<file path="src/rtl/alu_slice_pkg.sv">
`default_nettype none
// ============================================================================
// Module : alu_slice_pkg
// Desc   : Op-codes and compare codes shared by the ALU slice and its users.
// Rev    : 1.0
// ============================================================================
package alu_slice_pkg;

  localparam logic [2:0] OP_ADD = 3'b000;
  localparam logic [2:0] OP_SHR = 3'b001;
  localparam logic [2:0] OP_POP = 3'b010;
  localparam logic [2:0] OP_CMP = 3'b011;
  localparam logic [2:0] OP_AND = 3'b100;
  localparam logic [2:0] OP_OR  = 3'b101;
  localparam logic [2:0] OP_XOR = 3'b110;
  localparam logic [2:0] OP_NOT = 3'b111;

  localparam logic [1:0] CMP_EQ = 2'b00;
  localparam logic [1:0] CMP_GT = 2'b01;
  localparam logic [1:0] CMP_LT = 2'b10;

endpackage
`default_nettype wire

</file>
<file path="src/rtl/alu_slice_popcount.sv">
`default_nettype none
// ============================================================================
// Module : popcount
// Desc   : Combinational count of set bits in a W-bit word, W-bit result.
// Rev    : 1.0
// ============================================================================
module popcount #(
  parameter int W = 4
) (
  input  logic [W-1:0] in_bits,
  output logic [W-1:0] count
);

  // The count never exceeds W, so a W-bit accumulator cannot overflow.
  always_comb begin
    count = '0;
    for (int i = 0; i < W; i++) begin
      count = count + W'(in_bits[i]);
    end
  end

endmodule
`default_nettype wire

</file>
<file path="src/rtl/alu_slice.sv">
`default_nettype none
// ============================================================================
// Module : alu_slice
// Desc   : Registered S-bit ALU slice with carry/shift chaining and compare.
// Rev    : 1.0
// ============================================================================
module alu_slice
  import alu_slice_pkg::*;
#(
  parameter int S = 4
) (
  input  logic         clk,
  input  logic         rst,
  input  logic [S-1:0] a,
  input  logic [S-1:0] b,
  input  logic [2:0]   op,
  input  logic         p_c,
  output logic [S-1:0] out,
  output logic         n_c,
  output logic [1:0]   cmp
);

  logic [S-1:0] out_d, out_q;
  logic         n_c_d, n_c_q;
  logic [1:0]   cmp_d, cmp_q;
  logic [S:0]   sum;
  logic [S-1:0] pop;

  popcount #(.W(S)) u_popcount (
    .in_bits (a),
    .count   (pop)
  );

  assign sum = {1'b0, a} + {1'b0, b} + {{S{1'b0}}, p_c};

  always_comb begin
    out_d = '0;
    n_c_d = 1'b0;
    cmp_d = CMP_EQ;
    case (op)
      OP_ADD: {n_c_d, out_d} = sum;
      OP_SHR: begin
        // Shifting the (S+1)-bit {p_c, a} keeps S=1 legal without slicing a[S-1:1].
        out_d = S'({p_c, a} >> 1);
        n_c_d = a[0];
      end
      OP_POP: out_d = pop;
      OP_CMP: begin
        if (a > b)      cmp_d = CMP_GT;
        else if (a < b) cmp_d = CMP_LT;
        else            cmp_d = CMP_EQ;
      end
      OP_AND: out_d = a & b;
      OP_OR:  out_d = a | b;
      OP_XOR: out_d = a ^ b;
      OP_NOT: out_d = ~a;
      default: out_d = '0;
    endcase
  end

  always_ff @(posedge clk) begin
    if (rst) begin
      out_q <= '0;
      n_c_q <= 1'b0;
      cmp_q <= CMP_EQ;
    end else begin
      out_q <= out_d;
      n_c_q <= n_c_d;
      cmp_q <= cmp_d;
    end
  end

  assign out = out_q;
  assign n_c = n_c_q;
  assign cmp = cmp_q;

endmodule
`default_nettype wire

</file>
<file path="config.mk">
export PLATFORM = sky130hd
export DESIGN_NAME = alu_slice
export DESIGN_NICKNAME = d
export VERILOG_FILES = /design/src/rtl/alu_slice_pkg.sv /design/src/rtl/alu_slice_popcount.sv /design/src/rtl/alu_slice.sv
export SDC_FILE = /design/constraint.sdc
export NUM_CORES = 1
export LEC_CHECK = 0
export BUFFER_PORTS_ARGS = -buffer_cell sky130_fd_sc_hd__buf_4
export CORE_MARGIN = 2
export CORE_UTILIZATION = 56
export DETAILED_ROUTE_END_ITERATION = 8
export PLACE_DENSITY = 0.83
export SLEW_MARGIN = 20
export SYNTH_ARGS = -nofsm -noshare
export SYNTH_HDL_FRONTEND = slang
export SYNTH_HIERARCHICAL = 1
export SYNTH_SLANG_ARGS = --single-unit
</file>
<file path="constraint.sdc">
create_clock -name clk -period 3.25 [get_ports clk]
set_input_delay 0.4875 -clock clk [delete_from_list [all_inputs] [get_ports clk]]
set_output_delay 0.4875 -clock clk [all_outputs]
set_load 0.03 [all_outputs]
</file>
==> metrics, run 1 <==
status finished, final reports clean; clock buffer depth 2; WS Path Type input pin to flip-flop; residual DRC count 0; Layout Area Growth over Synthesis 17.8%; Req. time, crit path 3.38 ns; Placer Congestion 0.839; pwr/cell area 293 nW/um2; Syn Area/Cell 8.52 um2; CP arrival 2.29 ns; flops & latches, synth 7; # nets final 148; die area 1830 um2; wire per inst 13.6 um; crit path max fanout 5; Vias/cell 5.64; cell row count 14; Port Buf Inserts 20; initial core utilization 58.0%; CTS tree built; first-pass GRT wire length 3250 um; Placed Cells 128; Hold Vio Cnt, Final 0; initial antenna violation count 0; Post-Syn Area 843 um2; register area share after synthesis 16.6%; die width 42.8 um; Reg area 140 um2; YS warnings 6; WHS Path Cells 2; DRT iter0 DRCs 25; GRT Resource Usage Total 23.1%; RSZ-0062 raised after global routing no; post_cts resized 0; Core Box Area 1450 um2; Max Slew Vio Count 0; Post-CTS Hold Buffers 0; Root Driver clkbuf_4; CP startpoint a[0]; number of global-route vias before repair 776; fin crit share 66.4%; layout cells sized above 1 22.4%; area of the multi-input gates 601 um2; setup_tns 0 ns; largest net degree at the start of global routing 20; DP HPWL 1450 um; CTS clk-pin slew, worst paths 0.05 ns; Leakage 0.504 nW; postcts setup bufs 0; Min-Delay Path Class input pin to flip-flop; worst vdd ir 0.238 mV; final setup violation count 0; min Tclk post-route 2.16 ns; Antenna diodes 0; Worst Hold End cmp[0]; routed wire length 1800 um; hold_sp rst; synthesized netlist net count 130; Max-Cap Viols 0; Cells after Synth 99; Yosys cell types 36; Critical Path Source Type input pin; Post-DRT Antenna Nets 0; total iterations of the first detailed-routing run 4; Max Clk Rate 0.463 GHz; Sink Count 7; total gr overflow 0; fill cell count 130; kind of end point of the critical path flip-flop; Die Ht 42.8 um; final non-filler cell total 132; H-tree depth 1; routed vias 745; I/O pins 21; Num CTS Buffers 3
==> sequential cells by signal, summed over array words and instances (netlist names) <==
signal / flops
cmp: 2
out: 4
n_c: 1
==> layout by cell type, fill, tap and decap left out, drive strengths merged <==
cell type | Yosys | layout
fa | 3 | 3
o21ai | 5 | 5
nor2 | 3 | 3
ha | 14 | 14
inv | 15 | 15
o22ai | 1 | 1
nand3b | 4 | 4
nand2b | 1 | 1
xor2 | 1 | 1
dfxtp | 7 | 7
o211ai | 1 | 1
a211oi | 3 | 3
a2111o | 1 | 1
nor3b | 1 | 1
clkbuf | 2 | 4
nor2b | 1 | 1
nor4b | 1 | 1
a22oi | 1 | 1
mux4 | 1 | 1
a21oi | 6 | 6
a31oi | 1 | 1
or3 | 1 | 1
o21bai | 2 | 2
conb | 1 | 1
nor3 | 3 | 3
a21o | 1 | 1
mux2i | 5 | 5
and3 | 1 | 1
nor4 | 1 | 1
o221ai | 1 | 1
buf | 5 | 20
nand2 | 3 | 3
nand3 | 1 | 1
mux2 | 1 | 1
==> where the power goes <==
group / internal [mW] / total (mW) / switching (mW)
Combinational: 0.0542 / 0.122 / 0.0674
Sequential: 0.0914 / 0.0927 / 0.00132
Clock: 0.0467 / 0.0765 / 0.0298
Total: 0.192 / 0.291 / 0.0984
==> kinds of logic (layout without fill, tap and decap cells) <==
family	count (synthesis)	count (layout)	synth area share (%)
AO/OA/AOI/OAI	23	23	17.7
XOR/XNOR	1	1	1.04
adder cells (fa/ha/maj)	17	17	27.9
buffers and inverters	22	39	12.2
flip-flops	7	7	16.6
multiplexers	7	7	9.94
other	1	1	0.445
AND/OR/NAND/NOR	21	21	14.2
==> area by class of cell <==
type	instances	share of cell area (%)
multi-input cells	70	60.5
repair buffers	20	15.1
inverters	15	5.67
flip-flops and latches	7	14.1
clock buffers	4	2.64
well taps	16	2.02
==> how the worst max path moves through the flow <==
stage,end,slack [ns],cells past startpoint
after detailed placement,out[1],0.83,9
after CTS,out[1],1.09,9
after floorplan,out[1],1.04,8
final,out[1],1.09,9
after global placement,out[1],0.88,9
after global routing,out[1],1.01,9
==> metal layers <==
metal  routed length, um  vias to the layer above  part of all wire (%)  GRT usage, %
met4                  25                        0                   1.4          6.88
met3                 107                        5                   5.9          6.81
met1                 738                      346                    41          27.2
li1                    -                      371                     -             -
met5                   0                        -                     0             0
met2                 930                       23                    52          40.0
==> cell usage after synthesis <==
library cell / count / area share [%]
nor3b_1: 1 / 0.89
a211oi_1: 3 / 2.7
a31oi_1: 1 / 0.74
o21ai_0: 5 / 3.0
nor4b_1: 1 / 1.0
nor2b_1: 1 / 0.74
buf_2: 1 / 0.59
nor3_1: 3 / 1.8
o22ai_1: 1 / 0.74
nand3_1: 1 / 0.59
ha_1: 14 / 21
and3_1: 1 / 0.74
nand2_1: 3 / 1.3
dfxtp_1: 7 / 17
conb_1: 1 / 0.44
o21bai_1: 2 / 1.8
o211ai_1: 1 / 0.89
nand2b_1: 1 / 0.74
a21oi_1: 6 / 3.6
nor2_1: 3 / 1.3
a2111o_1: 1 / 1.3
nand3b_1: 4 / 3.6
buf_4: 3 / 2.7
mux2_2: 1 / 1.3
buf_6: 1 / 1.3
nor4_1: 1 / 0.74
or3_1: 1 / 0.74
mux4_2: 1 / 2.7
o221ai_1: 1 / 1.0
mux2i_1: 5 / 5.9
clkbuf_1: 2 / 0.89
inv_1: 15 / 6.7
fa_1: 3 / 7.1
a22oi_1: 1 / 0.89
xor2_1: 1 / 1.0
a21o_2: 1 / 1.0
==> worst max-delay path, cell delays in order <==
cell	delay (ns)
buf_4	0.11
inv_1	0.06
fa_1	0.52
inv_1	0.04
ha_1	0.18
ha_1	0.28
mux4_2	0.45
nor2_1	0.10
a211oi_1	0.05
==> per-stage QoR <==
step                      setup slack, ns  util (%)  power, mW  instance area [um2]  hold slack [ns]
after floorplan                      1.04         -      0.177                  843            0.564
after global placement              0.877      66.5      0.211                  967            0.681
after detailed placement            0.831      66.5      0.215                  967            0.679
after CTS                            1.09      68.3      0.293                  993            0.424
after global routing                 1.01      68.3      0.313                  993            0.423
final                                1.09      68.3      0.291                  993            0.426
Power figures use the tool's default switching activity.
==> run 2: changes to the inputs <==
- CORE_ASPECT_RATIO: not set -> 0.8
- CORE_UTILIZATION: 56 -> 47
- PLACE_DENSITY: 0.83 -> 0.75
- clock period: 3.25 -> 1.8 ns (I/O delays scaled with it)
==> run 2 against run 1 <==
- sequential power increased by 80%
- worst hold slack got worse by 0.22 ns
- final area increased by 7.3%
- sequential share of layout area decreased by 0.96 points
- setup slack got worse by 1.1 ns
- non-clock buffer count increased by 5
- combinational power increased by 95%
- final cell count increased by 8.3%
- flip-flop and latch count unchanged
- via count increased by 3.4%
- routed wire length increased by 3.0%
- core utilization decreased by 4.1 points
- largest cell class unchanged
==> metrics, run 2 (synthesized netlist as in run 1, its figures left out) <==
layout cells sized above 1 31.4%; final setup violation count 0; Port Buf Inserts 20; fin area 1070 um2; die area 2150 um2; min Tclk post-route 1.80 ns; Antenna diodes 0; worst vdd ir 0.364 mV; commonest non-fill, non-tap cell in the layout buf_4; total iterations of the first detailed-routing run 4; final non-filler cell total 143; initial antenna violation count 0; routed vias 770; number of global-route vias before repair 731; RSZ-0062 raised after global routing yes; DP Worst Slack -0.344 ns; GRT Resource Usage Total 19.5%; worst hold slack 0.202 ns; Root Driver clkbuf_4; Placed Cells 139; Req. time, crit path 1.93 ns; fill cell count 161; cell row count 13; initial core utilization 50.8%; Vias/cell 5.38; Layout Area Growth over Synthesis 26.4%; crit path max fanout 2; final setup margin 0.000732 ns; fin crit share 100%; Area after DPL 1020 um2; Placer Congestion 0.833; total gr overflow 0; Post-CTS Hold Buffers 0; first-pass GRT wire length 3240 um; Max Clk Rate 0.556 GHz; Num CTS Buffers 3; max FFs per register 4; wire per inst 13.0 um; CTS clk-pin slew, worst paths 0.05 ns; pwr/cell area 513 nW/um2; die width 51.4 um; Critical Path Source Type input pin; commonest cells after routing, fill and taps aside 23 x buf_4, 12 x inv_1, 12 x ha_1; # nets final 153; DRT iter0 DRCs 30; H-tree depth 1; Hold Vio Cnt, Final 0; Max Slew Vio Count 0; status finished, final reports clean; DP HPWL 1490 um; Min-Delay Path Class input pin to flip-flop; Core Box Area 1660 um2; CTS tree built; Post-DRT Antenna Nets 0; routed wire length 1860 um; clock buffer depth 2; Sink Count 7; WS Path Type input pin to flip-flop; kind of end point of the critical path flip-flop; Max-Cap Viols 0; residual DRC count 0; Leakage 0.523 nW; total power 0.547 mW; Die Ht 41.9 um; CP arrival 1.93 ns; largest net degree at the start of global routing 20; I/O pins 21
-- run 2: changes by cell type in the layout (fill, tap and decap cells not counted) --
cell | previous run | this run
buf_6 | 0 | 2
ha_4 | 0 | 1
fa_2 | 0 | 2
ha_2 | 0 | 1
ha_1 | 14 | 12
fa_1 | 3 | 1
buf_4 | 20 | 23
inv_1 | 15 | 12
inv_2 | 0 | 3
-- run 2: routing by layer --
metal	global-route usage (%)	share of wire, %
met5	0	0
met1	26.7	44
met4	3.16	0
met3	4.68	9.1
met2	31.5	47
-- run 2: final timing paths --
kind | start | to | slack [ns] | cells after the start
worst max-delay path | a[1] | out[1] | 0.0007 | 9
worst min-delay path | rst | cmp[1] | 0.20 | 2
-- run 2: cell type report --
class | instances | area, um2 | area share, %
clock buffer | 4 | 26.3 | 2.46
inverter | 15 | 56.3 | 5.28
multi-input combinational | 70 | 621 | 58.2
sequential | 7 | 140 | 13.1
tap | 22 | 27.5 | 2.58
timing repair buffer | 25 | 195 | 18.3
-- run 2: timing repair --
action / 4_1_cts / 5_1_grt
hold endpoints to repair: 0 / 0
endpoints found under the setup margin: 1 / 1
pin swaps: 2 / 0
setup buffers: 0 / 0
resized for setup: 3 / 3
-- run 2: power breakdown --
group / total, mW / switching, mW / leakage, nW / internal (mW)
clock network: 0.142 / 0.0575 / 0.0150 / 0.0846
logic: 0.238 / 0.126 / 0.450 / 0.112
registers: 0.167 / 0.00233 / 0.0575 / 0.165
-- run 2: critical path, stage by stage --
cell	delay, ns
buf_6	0.07
inv_2	0.03
fa_1	0.53
inv_1	0.05
ha_2	0.18
ha_4	0.20
mux4_2	0.45
nor2_1	0.10
a211oi_1	0.05
-- run 2: per-stage QoR --
stage	util, %	setup TNS, ns
finish	64.3	0
global route	64.3	-0.0454
CTS	64.0	0
detailed placement	61.5	-0.741
global placement	61.5	-0.696
floorplan	-	-0.190
